[src/rtl/v_tile_vec.sv]
// Vector tile: network-writable register file feeding a multi-width SIMD
// add/sub unit; one operation per start pulse, result on a valid/ready port.
module v_tile_vec #(
  parameter int unsigned LANE_W    = 16,
  parameter int unsigned NUM_LANES = 4,
  parameter int unsigned NUM_REGS  = 16,
  localparam int unsigned DATA_W   = LANE_W * NUM_LANES,
  localparam int unsigned AW       = $clog2(NUM_REGS)
) (
  input  logic                 clk,
  input  logic                 reset,
  input  logic                 write_en,
  input  logic [AW-1:0]        w_addr,
  input  logic [DATA_W-1:0]    w_data_in,
  output logic                 write_rdy,
  output logic                 write_ack,
  input  logic                 start,
  output logic                 busy,
  output logic                 out_valid,
  input  logic                 out_ready,
  output logic [1:0]           out_dir,
  output logic [DATA_W-1:0]    out_data,
  output logic [NUM_LANES-1:0] out_ovf,
  output logic                 done
);

  typedef enum logic [1:0] {
    S_IDLE,
    S_READ,
    S_EXEC,
    S_SEND
  } state_t;

  state_t state_q, state_d;

  logic [DATA_W-1:0]    regs_q [NUM_REGS];
  logic                 wr_fire;
  logic                 handshake;

  // Operation context captured in READ
  logic [1:0]           mode_q;
  logic                 sub_q;
  logic                 sat_q;
  logic [1:0]           dir_q;
  logic [DATA_W-1:0]    a_q;
  logic [DATA_W-1:0]    b_q;

  // Per-mode results, selected by the latched mode
  logic [DATA_W-1:0]    res_m [4];
  logic [NUM_LANES-1:0] ovf_m [4];

  assign wr_fire   = write_en && write_rdy;
  assign handshake = out_valid && out_ready;

  // State register
  always_ff @(posedge clk) begin
    if (reset) state_q <= S_IDLE;
    else       state_q <= state_d;
  end

  // Next-state logic: linear sequence, SEND waits for the consumer
  always_comb begin
    state_d = state_q;
    case (state_q)
      S_IDLE:  if (start) state_d = S_READ;
      S_READ:  state_d = S_EXEC;
      S_EXEC:  state_d = S_SEND;
      S_SEND:  if (out_ready) state_d = S_IDLE;
      default: state_d = S_IDLE;
    endcase
  end

  // State-decoded outputs
  always_comb begin
    write_rdy = 1'b0;
    busy      = 1'b0;
    out_valid = 1'b0;
    case (state_q)
      S_IDLE:  write_rdy = 1'b1;
      S_READ:  busy = 1'b1;
      S_EXEC:  busy = 1'b1;
      S_SEND:  begin
        busy      = 1'b1;
        out_valid = 1'b1;
      end
      default: write_rdy = 1'b0;
    endcase
  end

  // Register file; writes only land while idle
  always_ff @(posedge clk) begin
    if (reset) begin
      for (int unsigned i = 0; i < NUM_REGS; i++) regs_q[i] <= '0;
    end else if (wr_fire) begin
      regs_q[w_addr] <= w_data_in;
    end
  end

  // Write acknowledge, one cycle after the accepting edge
  always_ff @(posedge clk) begin
    if (reset) write_ack <= 1'b0;
    else       write_ack <= wr_fire;
  end

  // Latch config fields and both operands in READ
  always_ff @(posedge clk) begin
    if (reset) begin
      mode_q <= '0;
      sub_q  <= 1'b0;
      sat_q  <= 1'b0;
      dir_q  <= '0;
      a_q    <= '0;
      b_q    <= '0;
    end else if (state_q == S_READ) begin
      mode_q <= regs_q[0][1:0];
      sub_q  <= regs_q[0][2];
      sat_q  <= regs_q[0][3];
      dir_q  <= regs_q[0][5:4];
      a_q    <= regs_q[regs_q[0][6 +: AW]];
      b_q    <= regs_q[regs_q[0][6+AW +: AW]];
    end
  end

  // One adder array per mode; modes wider than the vector collapse to full width
  for (genvar m = 0; m < 4; m++) begin : g_mode
    localparam int unsigned EW_RAW = LANE_W << m;
    localparam int unsigned EW     = (EW_RAW > DATA_W) ? DATA_W : EW_RAW;
    localparam int unsigned NE     = DATA_W / EW;
    localparam int unsigned LPE    = EW / LANE_W;

    logic [DATA_W-1:0]    res;
    logic [NUM_LANES-1:0] ovf;

    // Subtract is A + ~B + 1, so a missing carry-out is the borrow
    always_comb begin
      logic [EW:0]   sum;
      logic [EW-1:0] bop;
      logic          flow;
      res  = '0;
      ovf  = '0;
      sum  = '0;
      bop  = '0;
      flow = 1'b0;
      for (int unsigned e = 0; e < NE; e++) begin
        bop  = sub_q ? ~b_q[e*EW +: EW] : b_q[e*EW +: EW];
        sum  = {1'b0, a_q[e*EW +: EW]} + {1'b0, bop} + {{EW{1'b0}}, sub_q};
        flow = sub_q ? ~sum[EW] : sum[EW];
        if (sat_q && flow) res[e*EW +: EW] = sub_q ? '0 : '1;
        else               res[e*EW +: EW] = sum[EW-1:0];
        ovf[(e+1)*LPE-1] = flow;
      end
    end

    assign res_m[m] = res;
    assign ovf_m[m] = ovf;
  end

  // Register the selected result in EXEC; held stable through SEND
  always_ff @(posedge clk) begin
    if (reset) begin
      out_data <= '0;
      out_ovf  <= '0;
      out_dir  <= '0;
    end else if (state_q == S_EXEC) begin
      out_data <= res_m[mode_q];
      out_ovf  <= ovf_m[mode_q];
      out_dir  <= dir_q;
    end
  end

  // Completion pulse following the output handshake
  always_ff @(posedge clk) begin
    if (reset) done <= 1'b0;
    else       done <= handshake;
  end

endmodule

[config.mk]
export PLATFORM = sky130hd
export DESIGN_NAME = v_tile_vec
export DESIGN_NICKNAME = d
export VERILOG_FILES = /design/src/rtl/v_tile_vec.sv
export SDC_FILE = /design/constraint.sdc
export NUM_CORES = 2
export LEC_CHECK = 0
export ABC_CLOCK_PERIOD_IN_PS = 21200
export CORE_ASPECT_RATIO = 2
export CORE_MARGIN = 2
export CORE_UTILIZATION = 34
export DETAILED_ROUTE_END_ITERATION = 8
export SETUP_SLACK_MARGIN = 0.02
export SLEW_MARGIN = 20
export SYNTH_ARGS = -nofsm -noshare
export SYNTH_HDL_FRONTEND = slang
export SYNTH_SLANG_ARGS = --single-unit
[constraint.sdc]
create_clock -name clk -period 21.2 [get_ports clk]
set_clock_uncertainty 0.05 [all_clocks]
set_input_delay 3.18 -clock clk [delete_from_list [all_inputs] [get_ports clk]]
set_output_delay 3.18 -clock clk [all_outputs]
set_load 0.005 [all_outputs]
; ---- After elaboration in Yosys (flattened, before gate mapping)
; Memory sizes are Yosys's and may differ from the RTL's. A register that Yosys moved wholly into a read port is not among the register bits.
; Cells that the tools add are included.
[totals]
ff_bits = 80
latch_bits = 0
mem_bits_rw = 1024
mem_bits_ro = 0
inputBits = 73
elab_cells = 103
memories = 1
[classes]
addsub = 14
mul = 0
n_div = 0
order_cmp = 1
eq_ne = 5
shift = 0
muxes = 44
n_bitwise = 15
n_reduce_logical = 13
[mem_list]
columns = name, depth, width, rd, rd_ports_with_merged_regs, wr, line
row1 = regs_q, 16, 64, 3, 2, 16, 36  ; logic [DATA_W-1:0] regs_q [NUM_REGS];
[op_table]
columns = cell, count
row1 = two-way mux 64 bit, 6
row2 = two-way mux 32 bit, 5
row3 = two-way mux 16 bit, 9
row4 = binary-select mux 64 bit (select 2 bit), 1
row5 = adder 16 x 16 -> 17 bit, 4
row6 = adder 17 x 1 -> 17 bit, 4
row7 = adder 32 x 32 -> 33 bit, 2
row8 = adder 33 x 1 -> 33 bit, 2
row9 = adder 64 x 64 -> 65 bit, 1
row10 = adder 65 x 1 -> 65 bit, 1
row11 = NOT 16 bit, 4
row12 = NOT 32 bit, 2
row13 = NOT 64 bit, 1
row14 = OR reduction 64 bit, 1
row15 = two-way mux 1 bit, 16
row16 = two-way mux 4 bit, 3
row17 = logical AND 1 bit, 9
row18 = binary-select mux 4 bit (select 2 bit), 1
row19 = case mux 2 bit (4 select lines), 1
row20 = NOT 1 bit, 7
row21 = == test 2 bit (second input constant), 2
row22 = two-way mux 2 bit, 2
row23 = inequality test 2 bit (second input constant), 2
row24 = >= comparator 3 bit (second input constant), 1
row25 = 5 further kinds, 5

; ---- Longest topological paths before layout
[logic_depth]
depth_word = 11
depth_mapped = 18
mapped_depth_nobuf = 13

; ---- Worst setup path before layout
; Ideal clock, no wire load.
[synth_timing]
kind = input -> register
start = input port reset
end = memory regs_q[12][0] in the netlist's numbering (enable)
setup_time_ps = 574
arrival_ps = 8355
path_slack_ps = 12221
cell_stages = 5
cell_sequence = inv_1 nand3_1 or3_1 clkbuf_1 o21ai_0
[synth_lines]
columns = element, line
row1 = start: declaration, 11  ; input logic reset,
row2 = end: declaration, 36

==> results.md <==
- Status: finished clean
- Placed Cells: 7407
- Largest net degree at the start of global routing: slightly above 90
- Dominant synthesized flop cell: edfxtp_1
- DR DRC count: 0
- DIE AREA: just over 200000 um^2
- HPWL Detailed: approximately 160000 um
- Global-route wire length before repair: 336100 um
- Int Pwr: between 4 and 5 mW
- Worst-Skew Late Latency: ~740 ps
- Setup tns final: 0 ps
- Non-Filler Instances: approximately 7600
- Worst R2R Setup Slack: approximately 14000 ps
- Power Density: between 80 and 90 nW/um^2
- Register bit total from synthesis: roughly 1200
- # nets final: 5088
- Post-Syn Area: 68250 um^2
- Hold Violations, Final: 0
- Sequential share of the synthesized area: approximately half
- Data arrival, critical path: around 7100 ps
- Vias in the first global route: roughly 46000
- Port Buf Inserts: about 150
- RePlAce Congestion: around 1
- Power share of the clock group: between 30% and 40%
- Row Count: between 200 and 250
- Tcrit/Tclk final: 31.90%
- CTS H-tree lvls: 3
- Mean Syn Cell Area: around 14 um^2
- Crit path launch type: input port
- Initial antenna violation count: 36
- Max-cap violations: 0
- Starting Density: between 30% and 40%
- Core Area: roughly 200000 um^2
- Synth Instances: between 5000 and 6000
- Post-synth EDFFs: 1024
- Total track usage: between 20% and 30%
- Tot Pwr: between 6 and 7 mW
- Synth cell types: slightly below 90
- Final core utilization: between 30% and 40%
- Routed vias: 44347
- Ys async rst share: 0%
- Critical Path, Cell by Cell: clkdlybuf4s50_1, nand3_1, inv_1, nand3_1, nor3_2, buf_4, or2_4, buf_4
- Hold Crit Class: flop to flop
- Layout cells sized above 1: about a fifth
- CP max FO: 43
- Area contributors post-synth: edfxtp_1 45%, mux4_2 21%, and2_1 9.5%
- Crit-path max cell delay: approximately 660 ps
- Top-area cell type share of the netlist area: 45.06%
- Die width: 320.8 um
- Synth area leader: edfxtp_1
- Final setup vio count: 0
- Pre-CTS setup slack: about 14000 ps
- Worst-margin pin slew: about 1200 ps
- Gate power share: 22.8%
- Unrepaired setup endpoints after global routing: no
- Fmax: 0.1478 GHz
- Switching part of the total: a little under a third
- Final instance area: 76050 um^2
- Aggregate routed wire length: ~240000 um
- Fin crit period: 6764 ps
- Iter 0 DRT Violations: 4194
- Crit path kind: input port to flop
- PnR worst setup slack: 14440 ps
- Root Buffer: clkbuf_16
- Synth warn: 0
- Die Y: approximately 640 um
- Post-cts resize count: 0
- Congestion Overflow GR: 0
- LEAKAGE: 26.32 nW
- Clk pin slew, worst setup/hold paths: around 70 ps
- TritonCTS Buffers: 108
- # IOs: approximately 150
- Cell Area, Placed: ~72000 um^2
- Sequential share of power: 44.7%
- DRT antenna net count: 0
- CTS tree: done
- Worst Setup End Kind: flop
- Hold Slack: ~420 ps
- Vias per std cell: slightly below 6
- CP required: roughly 22000 ps
- Syn nets: roughly 5200
- Slew Limit Fails: 0
- Maximum VDD drop: 0.07551 mV
- Net Sw Power: 2.011 mW
- Area Growth Syn to Fin: 11.43%
- CTS Hold Bufs: 0
- CTS max path bufs: 3
- DRT Pass-1 Iters: 7
- Worst slew margin: around 18%
- Routed length per placed instance: roughly 31 um
- Critical-path top delay cell: or2_4
- Post-CTS Setup Bufs: 0
- CTS Sinks: around 1200
==> logic make-up after synthesis <==
kind of cell,after synthesis,share of synthesized area (%)
and+or+nand+nor,1653,13.50
buffers and inverters,484,2.807
adders and majority gates,72,1.364
muxes,783,23.09
AOI/OAI and AO/OA,617,5.904
DFF,1232,51.16
xor gates and xnor gates,170,2.182
==> final timing paths <==
| path | startpoint | endpoint | cells past startpoint |
|---|---|---|---|
| worst max register to register | sub_q | out_data[55] | 15 |
| worst min-delay path | out_ovf[1] | out_ovf[1] | 2 |
| worst max-delay path | write_en | regs_q[3][17] | 8 |
| worst min register to register | out_ovf[1] | out_ovf[1] | 2 |
==> Yosys cell counts, drive strengths merged (5+ instances only) <==
cell	n
xnor2	52
nand3b	8
nand2	168
edfxtp	1024
a21o	22
a22oi	14
o21a	27
nor2b	10
inv	33
o211ai	25
a21oi	173
o21bai	17
o221ai	12
a22o	9
o21ai	162
or2	8
a32oi	7
a2111o	6
a31oi	43
a211o	5
nor3	39
and4	5
buf	132
or3	16
o2111ai	16
and2	1033
mux4	632
and3	6
nand2b	16
xor2	118
mux2	6
ha	68
nand3	22
nor2	278
mux2i	145
o22ai	12
a221oi	13
a211oi	17
a21boi	6
clkbuf	318
dfxtp	208
nand4	33
==> worst max-delay path: cells and delay by family <==
| family | cells | cell delay, ps |
|---|---|---|
| buffers and inverters | 4 | 1870 |
| and+or+nand+nor | 4 | 1880 |
==> area by class of cell <==
class                      instances  area (um^2)
clock inverter                    73        789.5
tap                             2574         3221
timing repair buffer             272         2417
antenna                           15        37.54
sequential                      1232        34920
inverter                          34        127.6
clock buffer                     129         2833
fill                           18603       123700
multi-input combinational       3295        31710
==> cells in the final DEF, fill, tap and decap left out, types with 15 or more instances in the layout <==
master / synthesis / layout
and2_1: 1033 / 1033
edfxtp_1: 1024 / 1024
mux4_2: 632 / 632
nor2_1: 276 / 262
dfxtp_1: 208 / 207
nand2_1: 165 / 165
a21oi_1: 165 / 165
clkdlybuf4s50_1: 0 / 146
mux2i_1: 144 / 144
o21ai_0: 150 / 137
buf_4: 8 / 124
xor2_1: 118 / 118
clkbuf_16: 0 / 109
ha_1: 68 / 67
xnor2_1: 52 / 52
a31oi_1: 43 / 43
nor3_1: 38 / 33
nand4_1: 33 / 33
inv_1: 32 / 32
o21a_1: 27 / 27
o211ai_1: 23 / 23
nand3_1: 22 / 22
a21o_1: 22 / 22
clkinv_2: 0 / 19
clkinv_1: 1 / 17
clkbuf_1: 318 / 17
nand2b_1: 16 / 16
o21bai_1: 16 / 16
diode_2: 0 / 15
==> flip-flops by register name, indices dropped and copies added (netlist names) <==
signal	cells
a_q	64
b_q	64
dir_q	2
done	1
mode_q	2
out_data	64
out_dir	2
out_ovf	4
regs_q	1024
sat_q	1
state_q	2
sub_q	1
write_ack	1
==> power by group through the flow <==
| stage | Combinational (mW) | Sequential [mW] | Clock (mW) |
|---|---|---|---|
| floorplan | 0.951 | 2.90 | 0 |
| global placement | 1.45 | 2.93 | 0 |
| detailed placement | 1.46 | 2.95 | 0 |
| CTS | 1.47 | 2.89 | 2.13 |
| global route | 1.56 | 2.91 | 2.20 |
| finish | 1.47 | 2.89 | 2.10 |
==> per-layer routing <==
metal / track usage, % / vias to the layer above / share of wire, %
li1: - / 18908 / -
met1: 24.92 / 22907 / 34
met2: 41.97 / 1897 / 53
met3: 3.595 / 603 / 6.4
met4: 12.51 / 32 / 6.1
met5: 0 / - / 0.085
Power figures use the tool's default switching activity.
